===== src/rtl/picorv32_div_arb_pkg.sv =====
// rtl/picorv32_div_arb_pkg.sv - shared state encoding and decode constants for the PCPI divider arbiter
package picorv32_div_arb_pkg;

  localparam int         NUM_REQ       = 2;
  localparam logic [6:0] OPCODE_OP     = 7'b0110011;
  localparam logic [6:0] FUNCT7_MULDIV = 7'b0000001;

  typedef enum logic [1:0] {
    ST_IDLE  = 2'd0,
    ST_BUSY  = 2'd1,
    ST_DRAIN = 2'd2
  } state_t;

  // DIV/DIVU/REM/REMU are the M-extension ops with funct3[2] set
  function automatic logic is_divrem(input logic [31:0] insn);
    return (insn[6:0] == OPCODE_OP) && (insn[31:25] == FUNCT7_MULDIV) && insn[14];
  endfunction

endpackage


===== src/rtl/picorv32_div_arb_pick.sv =====
// rtl/picorv32_div_arb_pick.sv - combinational two-way picker for the divider arbiter
// PICORV32_DIV_ARB_RR_EN selects round-robin; otherwise requester 0 wins ties.
module picorv32_div_arb_pick
  import picorv32_div_arb_pkg::*;
(
  input  logic [NUM_REQ-1:0] claim,
  input  logic               ptr,
  output logic               grant_valid,
  output logic               grant_idx,
  output logic               ptr_next
);

  assign grant_valid = |claim;

`ifdef PICORV32_DIV_ARB_RR_EN
  always_comb begin
    grant_idx = ptr;
    if (!claim[ptr]) grant_idx = ~ptr;
  end

  // After a grant the other requester becomes the preferred one
  assign ptr_next = grant_valid ? ~grant_idx : ptr;
`else
  logic unused_ptr;

  assign unused_ptr = ptr;
  assign grant_idx  = ~claim[0];
  assign ptr_next   = 1'b0;
`endif

endmodule


===== src/rtl/picorv32_div_arbiter.sv =====
// rtl/picorv32_div_arbiter.sv - shares one PCPI divider between two requesters
// Selection policy set by PICORV32_DIV_ARB_RR_EN (round-robin) inside picorv32_div_arb_pick.
module picorv32_div_arbiter
  import picorv32_div_arb_pkg::*;
(
  input  logic        clk,
  input  logic        resetn,

  input  logic        req0_valid,
  input  logic [31:0] req0_insn,
  input  logic [31:0] req0_rs1,
  input  logic [31:0] req0_rs2,
  output logic        req0_wr,
  output logic [31:0] req0_rd,
  output logic        req0_wait,
  output logic        req0_ready,

  input  logic        req1_valid,
  input  logic [31:0] req1_insn,
  input  logic [31:0] req1_rs1,
  input  logic [31:0] req1_rs2,
  output logic        req1_wr,
  output logic [31:0] req1_rd,
  output logic        req1_wait,
  output logic        req1_ready,

  output logic        div_valid,
  output logic [31:0] div_insn,
  output logic [31:0] div_rs1,
  output logic [31:0] div_rs2,
  input  logic        div_wr,
  input  logic [31:0] div_rd,
  input  logic        div_wait,
  input  logic        div_ready
);

  state_t state_q, state_next;

  logic [NUM_REQ-1:0] claim;
  logic [NUM_REQ-1:0] pick_claim;
  logic [NUM_REQ-1:0] served_mask;
  logic [NUM_REQ-1:0] done_mask;
  logic [NUM_REQ-1:0] ready_q;
  logic [NUM_REQ-1:0] wait_q;

  logic        pick_valid;
  logic        pick_idx;
  logic        ptr_q;
  logic        ptr_next;
  logic        grant_q;
  logic        abort_q;
  logic        res_wr_q;
  logic [31:0] hold_insn;
  logic [31:0] hold_rs1;
  logic [31:0] hold_rs2;
  logic [31:0] res_q;

  logic        do_grant;
  logic        complete;
  logic        deliver;
  logic        grantee_valid;

  // Divider's busy indication is only an observation point here
  logic        unused_div_wait;
  assign unused_div_wait = div_wait;

  assign claim = {req1_valid && is_divrem(req1_insn),
                  req0_valid && is_divrem(req0_insn)};

  // The requester just served still holds valid during its ready cycle, so DRAIN masks it
  assign served_mask   = grant_q ? 2'b10 : 2'b01;
  assign pick_claim    = (state_q == ST_DRAIN) ? (claim & ~served_mask) : claim;
  assign grantee_valid = grant_q ? req1_valid : req0_valid;

  picorv32_div_arb_pick u_pick (
    .claim       (pick_claim),
    .ptr         (ptr_q),
    .grant_valid (pick_valid),
    .grant_idx   (pick_idx),
    .ptr_next    (ptr_next)
  );

  always_ff @(posedge clk) begin
    if (!resetn) state_q <= ST_IDLE;
    else         state_q <= state_next;
  end

  always_comb begin
    state_next = state_q;
    div_valid  = 1'b0;
    do_grant   = 1'b0;
    complete   = 1'b0;
    case (state_q)
      ST_IDLE: begin
        if (pick_valid) begin
          do_grant   = 1'b1;
          state_next = ST_BUSY;
        end
      end
      ST_BUSY: begin
        div_valid = 1'b1;
        if (div_ready) begin
          complete   = 1'b1;
          state_next = ST_DRAIN;
        end
      end
      ST_DRAIN: begin
        if (pick_valid) begin
          do_grant   = 1'b1;
          state_next = ST_BUSY;
        end else begin
          state_next = ST_IDLE;
        end
      end
      default: state_next = ST_IDLE;
    endcase
  end

  assign deliver   = complete && !abort_q && grantee_valid;
  assign done_mask = deliver ? served_mask : '0;

  always_ff @(posedge clk) begin
    if (!resetn) begin
      grant_q   <= 1'b0;
      ptr_q     <= 1'b0;
      abort_q   <= 1'b0;
      hold_insn <= '0;
      hold_rs1  <= '0;
      hold_rs2  <= '0;
      res_q     <= '0;
      res_wr_q  <= 1'b0;
      ready_q   <= '0;
      wait_q    <= '0;
    end else begin
      if (do_grant) begin
        grant_q   <= pick_idx;
        ptr_q     <= ptr_next;
        hold_insn <= pick_idx ? req1_insn : req0_insn;
        hold_rs1  <= pick_idx ? req1_rs1  : req0_rs1;
        hold_rs2  <= pick_idx ? req1_rs2  : req0_rs2;
      end

      // A grantee that drops valid mid-operation forfeits the result
      if (do_grant)                                   abort_q <= 1'b0;
      else if (state_q == ST_BUSY && !grantee_valid) abort_q <= 1'b1;

      if (complete) begin
        res_q    <= div_rd;
        res_wr_q <= div_wr;
      end

      ready_q <= done_mask;
      wait_q  <= claim & ~done_mask & ~ready_q;
    end
  end

  assign div_insn = hold_insn;
  assign div_rs1  = hold_rs1;
  assign div_rs2  = hold_rs2;

  assign req0_ready = ready_q[0];
  assign req0_wr    = ready_q[0] & res_wr_q;
  assign req0_rd    = ready_q[0] ? res_q : '0;
  assign req0_wait  = wait_q[0];

  assign req1_ready = ready_q[1];
  assign req1_wr    = ready_q[1] & res_wr_q;
  assign req1_rd    = ready_q[1] ? res_q : '0;
  assign req1_wait  = wait_q[1];

endmodule

===== config.mk =====
export PLATFORM = sky130hd
export DESIGN_NAME = picorv32_div_arbiter
export DESIGN_NICKNAME = d
export VERILOG_FILES = /design/src/rtl/picorv32_div_arb_pkg.sv /design/src/rtl/picorv32_div_arb_pick.sv /design/src/rtl/picorv32_div_arbiter.sv
export SDC_FILE = /design/constraint.sdc
export NUM_CORES = 1
export LEC_CHECK = 0
export BUFFER_PORTS_ARGS = -buffer_cell sky130_fd_sc_hd__buf_4
export CAP_MARGIN = 20
export CORE_AREA = 2 2 154 156
export CTS_CLUSTER_SIZE = 10
export DETAILED_ROUTE_END_ITERATION = 8
export DIE_AREA = 0 0 156 158
export PLACE_DENSITY_LB_ADDON = 0.25
export SYNTH_ARGS = -nofsm -noshare
export SYNTH_HDL_FRONTEND = slang
export SYNTH_SLANG_ARGS = --single-unit

===== constraint.sdc =====
create_clock -name clk -period 1.95 [get_ports clk]
set_input_delay 0.195 -clock clk [delete_from_list [all_inputs] [get_ports clk]]
set_output_delay 0.195 -clock clk [all_outputs]
set_load 0.02 [all_outputs]

## Word-level counts from Yosys, hierarchy flattened

Index checks and enable logic that the tools add are counted.

| word-level totals | value |
|---|---|
| flip-flop bits (word level) | 137 |
| logic and storage cells | 62 |

| operators by class | value |
|---|---|
| eq/ne operators | 8 |
| multiplexer cells | 18 |
| bitwise operators | 10 |
| reduce and logical (&&, ||, !) cells | 16 |

Operators with widths:

| cell | number |
|---|---|
| $mux W32 | 5 |
| $eq A7 B1 Y1 const B | 2 |
| $eq A7 B6 Y1 const B | 2 |
| $mux W2 | 5 |
| $logic_and A1 B1 Y1 | 9 |
| $mux W1 | 7 |
| $and A2 B2 Y2 | 3 |
| $not A2 Y2 | 3 |
| $pmux W2 S3 | 1 |
| $reduce_or A2 Y1 | 3 |
| $ne A2 B2 Y1 const B | 2 |
| $and A1 B1 Y1 | 2 |
| $eq A2 B1 Y1 const B | 1 |
| $eq A2 B2 Y1 const B | 1 |
| $logic_not A1 Y1 | 2 |
| $logic_not A2 Y1 | 1 |
| $not A1 Y1 | 2 |
| $reduce_and A2 Y1 | 1 |

## Depth between registers and ports, before layout

Gate-level depths: netlist of run 1.

| depth | value |
|---|---|
| depth in word-level cells | 10 |
| mapped depth | 8 |
| depth with buffers taken out | 5 |

## By module

From an unflattened synthesis of run 1, not the netlist that was laid out.

| second synthesis, totals | value |
|---|---|
| cells, all modules | 582 |
| area total of the unflattened synthesis | 5885.6 um^2 |

Modules (own cells, without submodules):

| module | instances | cells each | area each (um^2) |
|---|---|---|---|
| picorv32_div_arbiter | 1 | 578 | 5864.4 |
| picorv32_div_arb_pick | 1 | 4 | 21.3 |

## Worst setup path after synthesis of run 1

Ideal clock, no wire load.

| path | value |
|---|---|
| path type | reg2reg |
| start | register state_q[0] |
| end | register res_q[1] |
| arrival time | 1.629 ns |
| data required time | 1.878 ns |
| path slack | 0.248 ns |
| cell stages (with the launch flop) | 7 |
| buffers on the path | 2 |
| path through | dfxtp_1 nor2b_1 and2_1 clkbuf_1 clkbuf_1 nand2_1 a21oi_1 |

| between the ends | value |
|---|---|
| cells in the longest elaborated chain, start to end | 2 |

Ends and longest elaborated chain:

| item | RTL line | RTL |
|---|---|---|
| start, declared | picorv32_div_arbiter.sv:37 | `state_t state_q, state_next;` |
| start signal, assigned | picorv32_div_arbiter.sv:85 | `else state_q <= state_next;` |
| $eq A2 B1 Y1 | picorv32_div_arbiter.sv:93 | `case (state_q)` |
| $mux W1 | picorv32_div_arbiter.sv:93 |  |
| end signal, assigned | picorv32_div_arbiter.sv:148 | `res_q <= div_rd;` |
| end, declared | picorv32_div_arbiter.sv:56 | `logic [31:0] res_q;` |

No other way between the ends.
A chain may end at the register's enable or synchronous reset.

## Final worst setup path of run 1

| path | value |
|---|---|
| start | register grant_q |
| end | register grant_q |

| between the ends | value |
|---|---|
| cells in the longest elaborated chain, start to end | 7 |
| elaborated cells on any way between the ends | 8 |
| classes of those cells | mux (4); bitwise (3); reduce/logical (1) |

Ends and longest elaborated chain:

| item | RTL line | RTL |
|---|---|---|
| start, declared | picorv32_div_arbiter.sv:50 | `logic grant_q;` |
| start signal, assigned | picorv32_div_arbiter.sv:136 | `grant_q <= pick_idx;` |
| $mux W2 * | picorv32_div_arbiter.sv:71 | `assign served_mask = grant_q ? 2'b10 : 2'b01;` |
| $not A2 Y2 * | picorv32_div_arbiter.sv:72 | `assign pick_claim = (state_q == ST_DRAIN) ? (claim & ~served_mask) : claim;` |
| $and A2 B2 Y2 * | picorv32_div_arbiter.sv:72 |  |
| $mux W2 * | picorv32_div_arbiter.sv:72 |  |
| $reduce_or A2 Y1 | picorv32_div_arb_pick.sv:13 | `assign grant_valid = \|claim;` |
| $mux W1 | picorv32_div_arbiter.sv:95, picorv32_div_arbiter.sv:108 |  |
| $mux W1 | -- |  |

Mark *: on every way between the ends. The rest lies on a longest branch, timed or not.

==> results, run 1 <==
- The run finished with clean final reports.
- Relative to the synthesized area, the layout overhead comes to 64.3%.
- The first detailed-routing pass ran for 4 iterations.
- The transition time at the pin with the least slew margin is roughly 0.5 ns.
- The average via count per standard cell is roughly 4.7.
- The number of clock sinks seen by CTS is ~140.
- After clock tree synthesis, the clock-pin slew on the worst setup and hold paths is around 0.060 ns.
- Yosys mapped the design onto 33 distinct sky130hd cell types.
- The final number of hold-violating endpoints is 0.
- The count of final max-slew check failures came to 0.
- TritonCTS built the clock tree.
- By startpoint and endpoint, the worst setup path is classified as flop to flop.
- Setup repair after global routing left no endpoint under its margin.
- During placement, the flow inserted port buffers numbering around 400.
- The residual antenna-violating net count after detailed routing is 0.
- The routed design has around 24 mm of wire.
- Setup slack on the critical path of the routed design comes to 0.194 ns.
- The leakage power is around 4.5 nW.
- Of all nets on the critical path, the largest fanout is 11.
- Counting cells, the worst reg-to-reg path comes to 6.
- The worst setup path is launched from a flop.
- Yosys attributes the largest share of cell area to dfxtp_1, a211oi_2, mux2i_1, a21oi_1, and2_1.
- The synthesized netlist cell count is 662.
- The number of nets in the finished design is approximately 1300.
- The effective utilization at floorplan is 0.288.
- The critical path goes through inv_1, a41oi_1, o21ai_4, buf_4, nand2_1, a211oi_1.
- The number of synthesized register bits is about 140.
- The number of antenna violations at the first check in global routing is 0.
- The final core utilization is 0.473.
- The mean post-synth cell area is ~10 µm².
- The clock root buffer master is clkbuf_16.
- The number of buffers created by CTS is 17.
- The placed standard-cell area is 10200 µm².
- The final weighted congestion in routability-driven placement is 0.744.
- The buffer depth of the longest clock path is 2.
- The number of stages on the worst hold path is 3.
- The minimum clock period is approximately 1.8 ns.
- The die covers between 20000 and 25000 µm².
- The detailed-route via count is 6416.
- In this run the power density over the cells is 608 nW/µm².
- The total of fill cells in the finished design is around 2200.
- between 300 and 400 I/O pins were placed.
- dfxtp_1 takes more of the synthesized area than any other cell.
- The final setup skew is 0.0109 ns.
- On the worst path, the slowest cell contributes a delay of between 0.4 and 0.5 ns.
- The ratio of cells with drive above 1 in the final layout is 0.523.
- The endpoint kind of the worst setup timing path is a flop.
- The signal arrival time at the worst endpoint is a little over 2 ns.
- Across the run, the number of max-cap violations was 0.
- The repair_antennas step left the layout with diodes totalling 0.
- The finished cells cover 10900 µm².
- The proportion of netlist area held by the largest area contributor is 0.413.
- When the netlist entered floorplanning its net count stood at approximately 900.
- The tightest hold path in the finished design has a slack of ~0.017 ns.
- The achievable clock frequency is approximately 570 MHz.
- The first-pass GRT wire length is between 30 and 40 mm.
- For this run, design rule violations remaining after detail routing come to 0.
- The quantity of gates resized following cts is 0.
- The average wire length per cell after detail routing is 17.7 µm.
- Setup violations remaining at the end of the flow were counted as 0.
- For the worst-skew pair, the clock arrives at the later sink with an insertion delay of between 0.4 and 0.5 ns.
- The slack of the worst reg-to-reg path is between 0.15 and 0.2 ns.
- After clock tree synthesis, the setup repair step added 0 buffers.
- Measured along the x axis, the die boundary spans 156 µm.
- The path class of the tightest hold or removal check is input pin to flop.
- The sum of internal, switching and leakage power is 6.63 mW.
- The largest net degree at the start of global routing is 48.
- The cell area that synthesis handed to floorplanning was around 6600 µm².
- Before CTS, the worst setup slack after placement is -0.160 ns.
- The first routing iteration left 180 violations.
- The total area inside the core boundary comes to 23100 µm².
- The vertical die dimension is between 150 and 200 µm.
- The count of hold-fix buffers inserted at cts is 9.
- Of the synthesized area, sequential elements account for 0.413.
- The floorplan row count is 56.
- Of the available clock period, the critical path in the final layout requires 0.901.
- The largest vdd supply drop is approximately 420 µV.
- The worst slew margin relative to its limit is 0.668.
- After global routing the overflow that remains totals 0.
- The number of levels the H-tree was split into is 4.
- The global-route total usage across every layer is 0.187.
- The HPWL after detailed placement is approximately 19 mm.
- The via count of the first global-routing pass was 6304.
- The cell with the biggest individual delay on the critical path is dfxtp_1.
- For this run, the number of Yosys warnings is 0.
- STA puts the critical path data required time at between 2 and 2.5 ns.
report_power, final:
part           switching (mW)  total (mW)  internal [mW]
registers           0.0000644        2.80           2.80
clock network            1.37        3.29           1.92
logic                   0.192       0.544          0.351
cell usage in the layout, fill, tap and decap left out, drive strengths merged:
master and count:
a21oi 117, a2111oi 2, nand4 2, bufinv 2, dfxtp 137, nor2b 1, nand2 69, inv 10
buf 447, nor3 2, nand2b 1, a211oi 82, a31oi 1, mux2i 82, o21a 6, and4b 1
clkbuf 18, dlygate4sd3 10, clkinvlp 2, and3 10, nor4b 1, and2 68, a41oi 2, o21ai 1
nor2 3, nor4 1, nor4bb 3, and4bb 2, clkinv 3
final cells by class:
type                       instances  area (µm²)  share of cell area
timing repair buffer             457        3730               0.342
multi-input combinational        457        3460               0.317
sequential                       137        2740               0.252
clock buffer                      18         429              0.0394
tap                              290         363              0.0333
clock inverter                    14         161              0.0148
inverter                           3        16.3             0.00149
sequential cells by signal, indices dropped and copies added, names as in the netlist:
name and flops:
wait_q 2, res_wr_q 1, div_insn 32, res_q 32, abort_q 1, div_rs2 32, ready_q 2, grant_q 1
state_q 2, div_rs1 32
critical path, delay by kind of cell, from the launching register on:
kind	cells	cell delay [ns]
compound gates	3	0.58
flops	1	0.44
buf+inv	2	0.34
simple gates	1	0.27
path summary, 6_finish.rpt:
| kind | start | to |
|---|---|---|
| worst max-delay path | grant_q | grant_q |
| worst min-delay path | div_rd[24] | res_q[24] |
| worst max register to register | grant_q | grant_q |
| worst min register to register | res_q[14] | res_q[14] |
synthesized netlist by cell type, drive strengths merged:
| library cell | number |
|---|---|
| nor4b | 1 |
| o21ai | 1 |
| nor2 | 3 |
| a41oi | 2 |
| nand2b | 1 |
| a211oi | 82 |
| and4bb | 2 |
| a2111oi | 2 |
| buf | 37 |
| o21a | 6 |
| dfxtp | 137 |
| and4b | 1 |
| nor4 | 1 |
| nand4 | 2 |
| inv | 3 |
| mux2i | 82 |
| and2 | 68 |
| nor3 | 2 |
| clkbuf | 28 |
| a21oi | 117 |
| nor4bb | 3 |
| and3 | 10 |
| nand2 | 69 |
| a31oi | 1 |
| nor2b | 1 |
cells by family (layout without fill, tap and decap cells):
| group | count (synthesis) | in the layout | share of synthesized area |
|---|---|---|---|
| AOI/OAI and AO/OA | 211 | 211 | 0.258 |
| and+or+nand+nor | 164 | 164 | 0.136 |
| DFF | 137 | 137 | 0.413 |
| muxes | 82 | 82 | 0.124 |
| buffers and inverters | 68 | 492 | 0.0690 |
metal layers:
metal	global-route usage	wire length (µm)	vias up
met5	0	0	-
met4	0.0485	272	0
met3	0.0583	1890	17
met2	0.327	12100	237
met1	0.222	10100	2963
li1	-	-	3199
through the flow:
step / setup TNS [ns] / cells
2_1_floorplan: 0 / 662
3_3_place_gp: -6.19 / 1334
3_5_place_dp: -5.10 / 1334
4_1_cts: 0 / 1375
5_1_grt: 0 / 1376
6_report: 0 / 1376
Power figures use the tool's default switching activity.
==> inputs of run 2 (changes only) <==
Settings changed: CORE_AREA 2 2 154 156 to 4 4 151 153, DIE_AREA 0 0 156 158 to 0 0 155 157, SETUP_SLACK_MARGIN from default to 0.5.
==> results, run 2 (synthesized netlist as in run 1, its figures left out) <==
- The end of the worst hold path is res_q[4].
- The combinational cell fraction of total power is 0.097 (+0.015).
- The net switching fraction of the power is 0.229 (-0.00703).
- The sequential group share of total power is 0.413 (-0.009).
- The count of final max-slew check failures is 0 (unchanged).
- The number of levels the H-tree was split into is 4 (unchanged).
- The area growth from synthesis to layout is 91.3%.
- The cell total after placement is 1321 (-0.97%).
- The residual antenna-violating net count after detailed routing is 0 (unchanged).
- The sum of internal, switching and leakage power is 6.77 mW (+2.1%).
- The detailed-route via count came to 6926 (+7.9%).
- The average via count per standard cell was 4.92 (+5.5%).
- The vertical die dimension was 157 µm (-0.63%).
- The effective utilization at floorplan is 0.308 (+0.0200).
- The signal arrival time at the worst endpoint is 1.87 ns (-0.17 ns).
- The footprint of the flip-flops and latches is 2760 µm² (+0.50%).
- The number of placed I/O pins is 398 (unchanged).
- The most common cell after layout, fill and taps aside is buf_4.
- The total power per unit cell area is 533 nW/µm² (-12%).
- The post-route clock period utilization is 0.812 (-0.0886).
- The buffer depth of the longest clock path is 2 (unchanged).
- The number of iterations in the first detailed-routing pass was 5 (+1).
- The number of input and output port buffers inserted is 396 (unchanged).
- The count of max-cap constraint violations was 0 (unchanged).
- In this run the critical register-to-register path is captured at div_rs2[7].
- The global route total overflow came to 0 (unchanged).
- The achievable clock frequency came to 632 MHz (+11%).
- The number of clock sinks seen by CTS is 137 (unchanged).
- The total DRC errors in the routed layout is 0 (unchanged).
- The number of buffers created by CTS is 17 (unchanged).
- The class of the tightest hold or removal check is input pin to flop.
- The latest clock arrival within the worst-skew pair is 0.42 ns (about the same).
- The final weighted congestion in routability-driven placement is 0.801 (+7.7%).
- The worst slew margin relative to its limit came to 0.646 (-0.0212).
- The final setup skew is 0.0103 ns (-0.000604 ns).
- The floorplan row count came to 54 (-3.6%).
- The startpoint of the lowest-slack hold path is div_rd[4].
- The final core utilization was 0.589 (+0.116).
- The top cell types in the final layout, fill and taps aside, are buf_4, dfxtp_1, a21oi_1, buf_6, a211oi_2.
- The switching power of the nets is 1.55 mW (-0.96%).
- The run finished with clean final reports.
- The number of antenna violations at the first check in global routing is 2 (+2).
- The internal power of the cells came to 5.22 mW (+3.0%).
- The number of nets in the finished design is 1345 (+3.1%).
- The clock network power share is 0.490 (-0.006).
- The minimum clock period came to 1.58 ns (-0.173 ns).
- The worst register-to-register path begins at grant_q.
- The largest driver fanout on the critical path is 6 (-5).
- CTS placed an instance of clkbuf_16 at the clock tree root.
- STA classifies the critical path endpoint as a flop.
- The transition time at the pin with the least slew margin is 0.530 ns (+0.0443 ns).
- The ratio of cells with drive above 1 in the final layout is 0.658 (+0.135).
- The total of fill cells in the finished design is 1804 (-18%).
- The final number of hold-violating endpoints came to 0 (unchanged).
- The final count of negative-setup-slack endpoints came to 0 (unchanged).
- The count of routing violations after the opening detailed-route iteration is 301 (+67%).
- The startpoint class of the critical path is an input pin.
- The final non-filler cell total came to 1408 (+2.3%).
- The data required time of the critical path is 2.23 ns (about the same).
- The type of the worst setup path is input pin to flop.
- The area of the die came to 24300 µm² (-1.3%).
- TritonCTS built the clock tree.
- The number of stages on the worst hold path is 3 (unchanged).
- The average wire length per cell after detail routing came to 20.2 µm (+14%).
- The multi-input gate area in the final layout is 4210 µm² (+22%).
- The sum of routed wire length over all layers is 28.4 mm (+17%).
- The width of the die was 155 µm (-0.64%).
- The HPWL after detailed placement came to 18.9 mm (+1.5%).
- The slack of the worst reg-to-reg path was 0.37 ns (+0.17 ns).
- The largest net degree at the start of global routing was 44 (-8.3%).
- The global-route total usage across every layer was 0.201 (+0.0143).
- The cell count of the worst reg-to-reg path is 7 (+1).
- The CTS clock-pin slew for the worst setup and hold paths is 0.06 ns (about the same).
- The first-pass GRT wire length came to 38.4 mm (+8.5%).
- The largest vdd supply drop is 552 µV (+30%).
- The leakage power was 5.12 nW (+15%).
- The core footprint came to 21600 µm² (-6.5%).
- The via count of the first global-routing pass was 6752 (+7.1%).
- Setup repair after global routing could not meet its margin everywhere.
## run 2: metrics by stage
stage / setup TNS [ns] / setup WS, ns / cell area, µm² / hold WS, ns
after floorplan: 0 / 0.370 / 6670 / 0.331
after global placement: -8.35 / -0.132 / 10200 / 0.443
after detailed placement: -8.73 / -0.135 / 10200 / 0.451
after CTS: 0 / 0.361 / 11500 / 0.000394
after global routing: 0 / 0.306 / 12700 / 0.00485
final: 0 / 0.367 / 12700 / 0.0209
## run 2: power by group through the flow
stage	sequential, mW	clock (mW)	combinational, mW
2_1_floorplan	2.86	0	0.128
3_3_place_gp	2.86	0	0.536
3_5_place_dp	2.86	0	0.542
4_1_cts	2.80	3.39	0.600
5_1_grt	2.79	3.52	0.696
6_report	2.79	3.32	0.657
## run 2: what timing repair did
action | in CTS | in global routing
pin swaps | 20 | 46
cloned | 5 | 16
endpoints found under the hold margin | 3 | 3
buffers inserted | 15 | 12
resized for setup | 103 | 172
endpoints found under the setup margin | 166 | 169
hold buffers | 3 | 3
## run 2: layout make-up
cell class	instances	area share
diodes	2	0.000394
clock buffers	18	0.0338
clock inverters	13	0.0134
inverters	3	0.00148
multi-input cells	457	0.332
flip-flops and latches	137	0.217
well taps	280	0.0276
repair buffers	498	0.375
## run 2: how the worst max path moves through the flow
stage | cells after the start | from | to | slack [ns]
after global placement | 9 | req1_insn[6] | div_insn[18] | -0.13
after detailed placement | 9 | req1_insn[6] | div_insn[24] | -0.13
after CTS | 7 | grant_q | div_rs2[25] | 0.36
after floorplan | 7 | req0_insn[31] | div_insn[11] | 0.37
final | 9 | req0_insn[28] | div_rs2[7] | 0.37
after global routing | 9 | req0_insn[28] | div_rs1[2] | 0.31
## run 2: metal layers
layer,wire length (µm),vias up,global-route usage,part of all wire
li1,-,3291,-,-
met1,10900,3300,0.235,0.38
met2,14600,293,0.352,0.51
met3,2160,42,0.0613,0.076
met4,718,0,0.0669,0.025
met5,0,-,0,0
## run 2: critical path: stages
cell      delay, ns
buf_6          0.10
nor4_4         0.34
nand4_2        0.19
a31oi_4        0.25
buf_12         0.18
buf_12         0.12
buf_12         0.14
mux2i_4        0.26
a211oi_2       0.09
==> inputs of run 3 (changes only) <==
Clock period 1.95 ns to 1.5 ns, I/O delays scaled along.
==> results, run 3 (synthesized netlist as in run 1, its figures left out) <==
- The flow ran to the end, but the final reports show violations.
- The checks that failed: setup timing.
- The via count of the first global-routing pass was 7093 (+5.1%).
- The first-pass GRT wire length is 40.4 mm (+5.1%).
- The minimum hold slack is 0.0701 ns (+0.0492 ns).
- The layer flagged by global routing as most heavily used is met2.
- The number of iterations in the first detailed-routing pass is 4 (-1).
- The global routing met2 resource utilization is 0.372 (+0.0203).
- The global route total overflow is 0 (unchanged).
- The residual antenna-violating net count after detailed routing is 0 (unchanged).
- The average via count per standard cell is 4.96 (+0.84%).
- The final core utilization was 0.671 (+0.0823).
- The count of max-cap constraint violations is 0 (unchanged).
- The buffer depth of the longest clock path was 2 (unchanged).
- The number of clock sinks seen by CTS was 137 (unchanged).
- The placed standard-cell area is 10200 µm² (+0.29%).
- The routing usage on met3 is 0.0720 (+0.0107).
- The number of input and output port buffers inserted came to 396 (unchanged).
- The final weighted congestion in routability-driven placement was 0.798 (-0.40%).
- The post-route clock period utilization is 1.05.
- The sum of routed wire length over all layers is 31.7 mm (+12%).
- The endpoint kind of the worst setup timing path is a flop.
- The count of routing violations after the opening detailed-route iteration is 278 (-7.6%).
- The HPWL after detailed placement is 18.6 mm (-1.9%).
- The transition time at the pin with the least slew margin came to 0.414 ns (-0.116 ns).
- The number of placed I/O pins is 398 (unchanged).
- The number of nets in the finished design is 1404 (+4.4%).
- The number of antenna violations at the first check in global routing is 3 (+1).
- The CTS clock-pin slew for the worst setup and hold paths is 0.06 ns (about the same).
- The data required time of the critical path is 1.80 ns (-0.43 ns).
- The floorplan row count is 54 (unchanged).
- The global-route total usage across every layer is 0.211 (+0.00967).
- The worst slew margin relative to its limit is 0.724 (+0.0773).
- The global-route met1 utilization is 0.249 (+0.0135).
- From synthesis to final layout, the design area changed by 118%.
- The average wire length per cell after detail routing is 21.6 µm (+7.1%).
- The final number of hold-violating endpoints is 0 (unchanged).
- TritonCTS built the clock tree.
- The core footprint was 21600 µm² (unchanged).
- The largest driver fanout on the critical path is 10 (+4).
- The smallest clock period supported by the final layout is computed as approximately 1.6 ns.
- The total DRC errors in the routed layout was 0 (unchanged).
- The number of levels the H-tree was split into is 4 (unchanged).
- The area of the die came to 24300 µm² (unchanged).
- The signal arrival time at the worst endpoint is 1.87 ns (about the same).
- The type of the worst setup path is flop to flop.
- The largest vdd supply drop is 722 µV (+31%).
- The width of the die is 155 µm (unchanged).
- For this run, the top clock speed supported by timing is 635 MHz.
- The ratio of cells with drive above 1 in the final layout is 0.809 (+0.151).
- The cell total after placement is 1315 (-0.45%).
- The vertical die dimension is 157 µm (unchanged).
- The worst setup slack before clock tree synthesis was -0.517 ns (-0.382 ns).
- The detailed-route via count is 7282 (+5.1%).
- The leakage power was 5.96 nW (+16%).
- The final setup skew is 0.0111 ns (+0.000796 ns).
- The largest net degree at the start of global routing came to 36 (-18%).
- The worst setup path is launched from a flop.
- The effective utilization at floorplan is 0.308 (unchanged).
- The path class of the tightest hold or removal check is input pin to flop.
- The latest clock arrival within the worst-skew pair is 0.42 ns (about the same).
- The final count of negative-setup-slack endpoints came to 64 (+64).
- The count of final max-slew check failures came to 0 (unchanged).
- The worst setup slack after layout is -0.0754 ns (-0.442 ns).
- The area of all placed cells without fillers is 14500 µm² (+14%).
- The tree is rooted in a clkbuf_16.
- The number of buffers created by CTS came to 17 (unchanged).
- In the layout the commonest cells are buf_4, buf_6, dfxtp_2, a211oi_2, and2_4.
- The total power per unit cell area is 647 nW/µm² (+21%).
- The most common cell after layout, fill and taps aside is buf_4.
- The final non-filler cell total is 1468 (+4.3%).
- Setup repair after global routing could not meet its margin everywhere.
-- run 3: changes by cell type in the layout (fill, tap and decap cells not counted), sizes merged --
cell and change:
clkinvlp -1, buf +23, inv +3, dlygate4sd3 +27
bufinv +2, clkinv -2, and2 +1, clkbuf +7
-- run 3: layout make-up --
type / instances / area, µm²
fill: 1567 / 7090
timing repair buffer: 556 / 5840
inverter: 3 / 21.3
antenna: 2 / 5.00
tap: 280 / 350
clock inverter: 15 / 238
sequential: 137 / 2860
multi-input combinational: 458 / 4720
clock buffer: 17 / 425
-- run 3: per-stage QoR --
stage / TNS (ns) / power [mW]
2_1_floorplan: -2.64 / 3.89
3_3_place_gp: -42.33 / 4.43
3_5_place_dp: -47.71 / 4.44
4_1_cts: -1.15 / 9.35
5_1_grt: -7.72 / 9.67
6_report: -1.27 / 9.35
-- run 3: layer usage --
layer	wire length, µm	vias to the layer above
li1	-	3414
met1	12000	3546
met2	16700	294
met3	2460	26
met4	528	2
met5	14	-
-- run 3: final timing paths --
| check | startpoint | end | slack (ns) | cells past startpoint |
|---|---|---|---|---|
| max reg2reg | grant_q | div_insn[19] | -0.08 | 6 |
| min | div_ready | state_q[0] | 0.07 | 3 |
| max | grant_q | div_insn[19] | -0.08 | 6 |
| min reg2reg | div_insn[0] | div_insn[0] | 0.47 | 1 |
-- run 3: power breakdown --
part | switching [mW] | internal [mW]
combinational | 0.360 | 0.578
clock | 1.79 | 3.00
sequential | 0.000126 | 3.63
total | 2.15 | 7.20
-- run 3: repair_timing --
action	4_1_cts	5_1_grt
hold buffers	33	0
endpoints found under the setup margin	304	304
pin swaps	12	71
cloned	12	24
gates resized for setup	267	323
hold endpoints to repair	33	0
buffers inserted	32	18
-- run 3: critical path: stages, from the launching register on --
cell	delay [ns]
dfxtp_4	0.39
inv_6	0.05
a31oi_4	0.25
buf_4	0.19
clkbuf_16	0.18
mux2i_1	0.29
a211oi_2	0.10
